## config.mk

```make
export PLATFORM = sky130hd
export DESIGN_NAME = wt_dcache_miss_arb
export DESIGN_NICKNAME = d
export VERILOG_FILES = /design/src/rtl/wt_cache_pkg.sv /design/src/rtl/wt_rr_arb_sel.sv /design/src/rtl/wt_dcache_miss_arb.sv
export SDC_FILE = /design/constraint.sdc
export NUM_CORES = 1
export LEC_CHECK = 0
export CORE_AREA = 2 2 220 222
export DETAILED_ROUTE_END_ITERATION = 6
export DIE_AREA = 0 0 222 224
export SYNTH_ARGS = -nofsm -noshare
export SYNTH_HDL_FRONTEND = slang
export SYNTH_SLANG_ARGS = --single-unit
export TNS_END_PERCENT = 10
```

## constraint.sdc

```tcl
create_clock -name clk_i -period 6.9 [get_ports clk_i]
set_input_delay 1.035 -clock clk_i [delete_from_list [all_inputs] [get_ports clk_i]]
set_output_delay 1.035 -clock clk_i [all_outputs]
set_load 0.01 [all_outputs]
```

## src/rtl/wt_cache_pkg.sv

```systemverilog
// Shared cache types for the write-through dcache: transaction id width, miss
// request payload and the arbiter FSM encoding.
package wt_cache_pkg;

  localparam int unsigned PLEN             = 56;
  localparam int unsigned CACHE_ID_WIDTH   = 3;
  localparam int unsigned DCACHE_SET_ASSOC = 4;
  localparam int unsigned DCS_WIDTH        = 4;

  typedef logic [DCS_WIDTH-1:0] dcs_data_t;

  typedef struct packed {
    logic                        we;
    logic [63:0]                 wdata;
    logic [DCACHE_SET_ASSOC-1:0] vld_bits;
    logic [PLEN-1:0]             paddr;
    logic                        nc;
    logic [2:0]                  size;
    logic [CACHE_ID_WIDTH-1:0]   id;
    dcs_data_t                   dcs;
  } miss_req_t;

  typedef enum logic {
    ARB_IDLE = 1'b0,
    ARB_LOCK = 1'b1
  } arb_state_e;

endpackage

```

## src/rtl/wt_rr_arb_sel.sv

```systemverilog
// Round-robin pick: index of the first set request bit at or after ptr_i,
// wrapping from NumPorts-1 back to 0. Purely combinational.
module wt_rr_arb_sel #(
  parameter int unsigned NumPorts = 3,
  parameter int unsigned IdxW     = (NumPorts > 1) ? $clog2(NumPorts) : 1
) (
  input  logic [NumPorts-1:0] req_i,
  input  logic [IdxW-1:0]     ptr_i,
  output logic [IdxW-1:0]     idx_o,
  output logic                vld_o
);

  int cand;

  always_comb begin
    // NOTE: every combinational output gets a default first so no path leaves it unassigned (no latch).
    idx_o = '0;
    vld_o = 1'b0;
    cand  = 0;
    // Scan from the farthest candidate down so the closest one to ptr_i wins.
    for (int k = int'(NumPorts) - 1; k >= 0; k--) begin
      cand = int'(ptr_i) + k;
      if (cand >= int'(NumPorts)) cand = cand - int'(NumPorts);
      if (req_i[cand]) begin
        idx_o = IdxW'(cand);
        vld_o = 1'b1;
      end
    end
  end

endmodule

```

## src/rtl/wt_dcache_miss_arb.sv

```systemverilog
// Arbitrates the dcache read-port miss channels onto the single miss-unit
// request channel and steers ack/replay/return pulses back to the owner.
module wt_dcache_miss_arb
  import wt_cache_pkg::*;
#(
  parameter int unsigned NumPorts   = 3,
  parameter int unsigned RdTxIdBase = 1
) (
  input  logic                                      clk_i,
  input  logic                                      rst_ni,
  input  logic [NumPorts-1:0]                       port_req_i,
  output logic [NumPorts-1:0]                       port_ack_o,
  output logic [NumPorts-1:0]                       port_replay_o,
  output logic [NumPorts-1:0]                       port_rtrn_vld_o,
  input  logic [NumPorts-1:0]                       port_we_i,
  input  logic [NumPorts-1:0][63:0]                 port_wdata_i,
  input  logic [NumPorts-1:0][DCACHE_SET_ASSOC-1:0] port_vld_bits_i,
  input  logic [NumPorts-1:0][PLEN-1:0]             port_paddr_i,
  input  logic [NumPorts-1:0]                       port_nc_i,
  input  logic [NumPorts-1:0][2:0]                  port_size_i,
  input  logic [NumPorts-1:0][CACHE_ID_WIDTH-1:0]   port_id_i,
  input  logic [NumPorts-1:0][DCS_WIDTH-1:0]        port_dcs_i,
  output logic                                      miss_req_o,
  input  logic                                      miss_ack_i,
  input  logic                                      miss_replay_i,
  output logic                                      miss_we_o,
  output logic [63:0]                               miss_wdata_o,
  output logic [DCACHE_SET_ASSOC-1:0]               miss_vld_bits_o,
  output logic [PLEN-1:0]                           miss_paddr_o,
  output logic                                      miss_nc_o,
  output logic [2:0]                                miss_size_o,
  output logic [CACHE_ID_WIDTH-1:0]                 miss_id_o,
  output logic [DCS_WIDTH-1:0]                      miss_dcs_o,
  input  logic                                      miss_rtrn_vld_i,
  input  logic [CACHE_ID_WIDTH-1:0]                 miss_rtrn_id_i
);

  localparam int unsigned IdxW = (NumPorts > 1) ? $clog2(NumPorts) : 1;

  arb_state_e                state_q;
  logic      [IdxW-1:0]      rr_ptr_q;
  logic      [IdxW-1:0]      winner_q;
  logic      [IdxW-1:0]      next_ptr;
  logic      [IdxW-1:0]      sel_idx;
  logic                      sel_vld;
  miss_req_t                 req_q;
  miss_req_t [NumPorts-1:0]  port_data;

  always_comb begin
    for (int i = 0; i < int'(NumPorts); i++) begin
      port_data[i] = '{we:       port_we_i[i],
                       wdata:    port_wdata_i[i],
                       vld_bits: port_vld_bits_i[i],
                       paddr:    port_paddr_i[i],
                       nc:       port_nc_i[i],
                       size:     port_size_i[i],
                       id:       port_id_i[i],
                       dcs:      port_dcs_i[i]};
    end
  end

  wt_rr_arb_sel #(
    .NumPorts(NumPorts),
    .IdxW    (IdxW)
  ) i_rr_sel (
    .req_i(port_req_i),
    .ptr_i(rr_ptr_q),
    .idx_o(sel_idx),
    .vld_o(sel_vld)
  );

  // Explicit wrap so non-power-of-two port counts rotate correctly.
  assign next_ptr = (winner_q == IdxW'(NumPorts - 1)) ? '0 : winner_q + IdxW'(1);

  always_ff @(posedge clk_i) begin
    // NOTE: state registers use non-blocking assignments so every register samples pre-edge values.
    if (!rst_ni) begin
      state_q    <= ARB_IDLE;
      rr_ptr_q   <= '0;
      winner_q   <= '0;
      req_q      <= '0;
      miss_req_o <= 1'b0;
    end else begin
      case (state_q)
        ARB_IDLE: begin
          if (sel_vld) begin
            winner_q   <= sel_idx;
            req_q      <= port_data[sel_idx];
            miss_req_o <= 1'b1;
            state_q    <= ARB_LOCK;
          end
        end
        ARB_LOCK: begin
          if (miss_ack_i || miss_replay_i) begin
            rr_ptr_q   <= next_ptr;
            miss_req_o <= 1'b0;
            state_q    <= ARB_IDLE;
          end
        end
        default: state_q <= ARB_IDLE;
      endcase
    end
  end

  // Replay wins over a simultaneous ack; nothing is forwarded while in reset.
  always_comb begin
    port_ack_o    = '0;
    port_replay_o = '0;
    if (rst_ni && state_q == ARB_LOCK) begin
      if (miss_replay_i)   port_replay_o[winner_q] = 1'b1;
      else if (miss_ack_i) port_ack_o[winner_q]    = 1'b1;
    end
  end

  // Ids outside this block's range belong to other requesters and are ignored.
  always_comb begin
    for (int i = 0; i < int'(NumPorts); i++) begin
      port_rtrn_vld_o[i] = miss_rtrn_vld_i &&
                           (miss_rtrn_id_i == CACHE_ID_WIDTH'(RdTxIdBase + i));
    end
  end

  assign miss_we_o       = req_q.we;
  assign miss_wdata_o    = req_q.wdata;
  assign miss_vld_bits_o = req_q.vld_bits;
  assign miss_paddr_o    = req_q.paddr;
  assign miss_nc_o       = req_q.nc;
  assign miss_size_o     = req_q.size;
  assign miss_id_o       = req_q.id;
  assign miss_dcs_o      = req_q.dcs;

`ifndef SYNTHESIS
  for (genvar i = 0; i < NumPorts; i++) begin : g_id_chk
    a_port_id: assert property (@(posedge clk_i) disable iff (!rst_ni)
      port_req_i[i] |-> port_id_i[i] == CACHE_ID_WIDTH'(RdTxIdBase + i));
  end

  a_onehot_resp: assert property (@(posedge clk_i) disable iff (!rst_ni)
    $onehot0(port_ack_o | port_replay_o));

  a_resp_with_req: assert property (@(posedge clk_i) disable iff (!rst_ni)
    (miss_ack_i || miss_replay_i) |-> miss_req_o);

  a_no_withdraw: assert property (@(posedge clk_i) disable iff (!rst_ni)
    (state_q == ARB_LOCK) |-> port_req_i[winner_q]);
`endif

endmodule

```

==> run_results.csv <==
group,metric,value,unit
outcome,outcome,"finished clean",
clock_tree,cts-resized-gates,0,
synth,synth.cell_area,7590,µm²
routing,wl_met1,15800,µm
global_routing,first_global_vias,10192,
routing,route.top_layer_used,"met4",
clock_tree,clk_transition_reported_paths,60,ps
synth,post_synthesis_adder_cell_area_fraction,0.00494,
sta,post-route-min-period,3520,ps
placed_design,gpl.final_weighted_congestion,0.807,
layout,area_growth_syn_to_layout,87.8,%
clock_tree,postCtsHoldBufs,0,
critical_path,crit_buf_inv,2,
routing,average_vias_per_placed_instance,4.83,
global_routing,tot_gr_track_use,0.155,
layout,post_route_insts_no_fill,2118,
worst_hold_path,worstHoldPathCells,2,
sta,setup_tns,0,ps
critical_path,endpoint_kind_of_the_worst_setup_timing_path,"output pin",
synth,postSynthRegisterBits,142,
routing,drt-wirelength-per-cell,18.7,µm
routing,drt_first_iter_violations,583,
synth,synth.yosys.warnings,0,
critical_path,critPathRequiredTime,5860,ps
global_routing,grt_first_pass_wirelength,59600,µm
sta,timing.max_slew.rel_slack,0.400,
clock_tree,numCtsBuffers,17,
sta,max_slew.worst_pin.slew,899,ps
sta,report.final.slew_viol_count,0,
sta,skew,12.1,ps
critical_path,startpoint,"miss_replay_i",
clock_tree,cts.path.max_buffers,2,
global_routing,grt_overflow,0,
critical_path,cp_common_cell,"sky130_fd_sc_hd__clkdlybuf4s50_1",
sta,post-route-period-util,0.510,
clock_tree,cts_root_buffer,"sky130_fd_sc_hd__clkbuf_16",
critical_path,cp.arrival,2480,ps
floorplanning,core-area,47300,µm²
synth,ys_types,39,
sta,max_freq,0.284,GHz
routing,final_routed_drc_violation_total,0,
layout,finalInstanceArea,14300,µm²
pwr,p_per_area,237,nW/µm²
critical_path,timing.setup.critical_path_class,"input port to output pin",
clock_tree,tritoncts_clock_tree,"done",
layout,final_net_count,1909,
synth,yosys.area_share.xor_xnor,0,
critical_path,critPathLaunchType,"input port",
job,drv.max_cap_violation_count,0,
floorplanning,floorplan.die_area,49700,µm²
critical_path,regToRegEndpoint,"miss_wdata_o[7]",
clock_tree,ctsHtreeMaxLevel,4,
critical_path,timing.critical_path.fanout_max,3,
placed_design,place_area,13600,µm²
synth,cells_after_synthesis,1011,
synth,yosysSeqAreaShare,0.374,
global_routing,grt_antenna_before_repair,4,
synth,mappedNetlistNets,1433,
sta,hold_violations,0,
floorplanning,io_pins,565,
floorplanning,dieWidth,222,µm
placed_design,place.detailed.instances,2083,
routing,dr_total_vias,10231,
synth,syn_avg_cell_area,7.51,µm²
global_routing,grt_start_max_net_pins,123,
synth,synthSimpleGateAreaFrac,0.294,
clock_tree,insertion_delay,470,ps
synth,largest_family_of_logic_cells_by_synthesized_area,"simple AND/OR/NAND/NOR gates",
critical_path,critical_path.reg2reg.startpoint,"rr_ptr_q[1]",
floorplanning,row_count,80,
critical_path,crit_chain,"clkdlybuf4s50_1 -> nand4b_1 -> nor3_1 -> clkdlybuf4s50_1",
pwr,power.leakage,4.61,nW
placed_design,port_buffers,564,
critical_path,standard_cell_with_the_maximum_stage_delay_on_the_critical_path,"sky130_fd_sc_hd__clkdlybuf4s50_1",
pwr,ir_drop,0.000159,V
floorplanning,initial_core_utilization,0.160,
worst_hold_path,worst_hold_startpoint,"miss_req_o",
routing,total_wirelength,39700,µm
routing,met3WireLength,3710,µm
worst_hold_path,hold_path.class,"flip-flop to flip-flop",
critical_path,r2r_slack,3830,ps
routing,dr.pass1.iters,5,
synth,synth.mux.area_fraction,0.00412,
synth,synth-compound-area-share,0.247,
placed_design,dp_hpwl,28600,µm
routing,ant_nets,0,
critical_path,r2r_cells,7,
critical_path,cpPeakStageDelay,580,ps
floorplanning,die-height,224,µm
worst_hold_path,worstHoldEndpoint,"miss_req_o",
critical_path,critical_path_s_top_delay_family,"buffers and inverters",
layout,num-fill-cells,5037,
clock_tree,post_cts_buffers,0,
sta,finalHoldWorstSlack,465,ps
sta,timing.final.setup_violations,0,
layout,layout-drive-gt1-share,0.0373,
clock_tree,cts.sinks,142,
routing,met2_wirelength,18600,µm
sta,rsz0062_at_grt,"no",
## layer usage
metal / global-route usage / vias up
li1: - / 4772
met1: 0.175 / 4837
met2: 0.252 / 547
met3: 0.0575 / 75
met4: 0.0881 / 0
met5: 0 / -
## Yosys cell counts
library cell | n | area share
sky130_fd_sc_hd__a31o_2 | 1 | 0.0012
sky130_fd_sc_hd__mux2i_1 | 2 | 0.0026
sky130_fd_sc_hd__a21o_1 | 1 | 0.00099
sky130_fd_sc_hd__o22a_2 | 1 | 0.0013
sky130_fd_sc_hd__buf_6 | 7 | 0.010
sky130_fd_sc_hd__a22oi_1 | 1 | 0.00099
sky130_fd_sc_hd__a21oi_1 | 5 | 0.0033
sky130_fd_sc_hd__nand4b_1 | 1 | 0.0012
sky130_fd_sc_hd__nor2_1 | 11 | 0.0054
sky130_fd_sc_hd__nand3_1 | 139 | 0.092
sky130_fd_sc_hd__ha_1 | 3 | 0.0049
sky130_fd_sc_hd__nand2b_1 | 3 | 0.0025
sky130_fd_sc_hd__and4b_1 | 1 | 0.0013
sky130_fd_sc_hd__o31ai_1 | 137 | 0.14
sky130_fd_sc_hd__nor4bb_1 | 2 | 0.0026
sky130_fd_sc_hd__clkbuf_1 | 75 | 0.037
sky130_fd_sc_hd__a21bo_2 | 1 | 0.0013
sky130_fd_sc_hd__buf_4 | 2 | 0.0020
sky130_fd_sc_hd__mux2_2 | 1 | 0.0015
sky130_fd_sc_hd__o21ai_1 | 23 | 0.015
sky130_fd_sc_hd__o22ai_1 | 1 | 0.00082
sky130_fd_sc_hd__or3b_2 | 1 | 0.0012
sky130_fd_sc_hd__nor3_1 | 276 | 0.18
sky130_fd_sc_hd__buf_2 | 22 | 0.015
sky130_fd_sc_hd__dfxtp_1 | 142 | 0.37
sky130_fd_sc_hd__clkbuf_2 | 9 | 0.0059
sky130_fd_sc_hd__a31oi_1 | 1 | 0.00082
sky130_fd_sc_hd__a31o_1 | 1 | 0.0012
sky130_fd_sc_hd__o21a_1 | 1 | 0.00099
sky130_fd_sc_hd__nor4b_1 | 1 | 0.0012
sky130_fd_sc_hd__o21ai_0 | 115 | 0.076
sky130_fd_sc_hd__buf_1 | 7 | 0.0035
sky130_fd_sc_hd__o211a_1 | 1 | 0.0013
sky130_fd_sc_hd__nand2_1 | 6 | 0.0030
sky130_fd_sc_hd__inv_1 | 4 | 0.0020
sky130_fd_sc_hd__o31a_1 | 1 | 0.0012
sky130_fd_sc_hd__o211ai_2 | 1 | 0.0016
sky130_fd_sc_hd__nor2b_1 | 3 | 0.0025
sky130_fd_sc_hd__a311oi_4 | 1 | 0.0035
## power breakdown
| part | total (mW) | internal, mW | switching (mW) |
|---|---|---|---|
| Clock | 1.02 | 0.606 | 0.418 |
| Combinational | 1.29 | 0.648 | 0.639 |
| Sequential | 1.07 | 0.980 | 0.0914 |
| Total | 3.38 | 2.23 | 1.15 |
## final cells by class
type                       instances  area [µm²]  area share
multi-input combinational        743        4220       0.296
timing repair buffer             579        5780       0.405
inverter                           4        15.0     0.00105
tap                              615         769      0.0540
clock buffer                      19         433      0.0304
sequential                       142        2840       0.199
clock inverter                    13         190      0.0133
antenna                            3        7.51    0.000527
## cell families (layout without fill, tap and decap cells)
group | count (synthesis) | in the layout
and+or+nand+nor | 444 | 444
AOI/OAI and AO/OA | 293 | 293
DFF | 142 | 142
buffers and inverters | 126 | 615
adders and majority gates | 3 | 3
muxes | 3 | 3
other | 0 | 3
## sequential cells by signal (all words and copies together), names as in the netlist
| register | cells |
|---|---|
| rr_ptr_q | 2 |
| miss_vld_bits_o | 4 |
| state_q | 1 |
| winner_q | 2 |
| miss_dcs_o | 4 |
| miss_size_o | 3 |
| miss_id_o | 3 |
| miss_paddr_o | 56 |
| miss_nc_o | 1 |
| miss_we_o | 1 |
| miss_wdata_o | 64 |
| miss_req_o | 1 |
## stage by stage
stage / setup slack, ps / power, mW / utilization
floorplan: 3950 / 1.65 / -
detailed placement: 2970 / 2.38 / 0.288
global placement: 3070 / 2.37 / 0.288
CTS: 3360 / 3.43 / 0.301
finish: 3380 / 3.38 / 0.301
global route: 3250 / 3.56 / 0.301
## cell usage in the layout (no fill, tap or decap), drive strengths merged, types with 5 or more instances in the layout
| master | instances |
|---|---|
| clkdlybuf4s50 | 563 |
| nor3 | 276 |
| dfxtp | 142 |
| nand3 | 139 |
| o21ai | 138 |
| o31ai | 137 |
| clkbuf | 19 |
| buf | 16 |
| nor2 | 11 |
| nand2 | 6 |
| a21oi | 5 |
| inv | 5 |
## worst max path at each step
stage                               to  depth (start not counted)
global route             port_ack_o[0]                          4
CTS                      port_ack_o[0]                          4
detailed placement     miss_wdata_o[7]                          7
finish                   port_ack_o[0]                          4
global placement    miss_vld_bits_o[0]                          7
floorplan                port_ack_o[0]                          4
## tightest hold or removal path: stages, from the launching register on
cell,delay (ps)
sky130_fd_sc_hd__dfxtp_1,320
sky130_fd_sc_hd__inv_1,50
sky130_fd_sc_hd__a21oi_1,50
No activity file was read; power rests on OpenSTA's default activity.
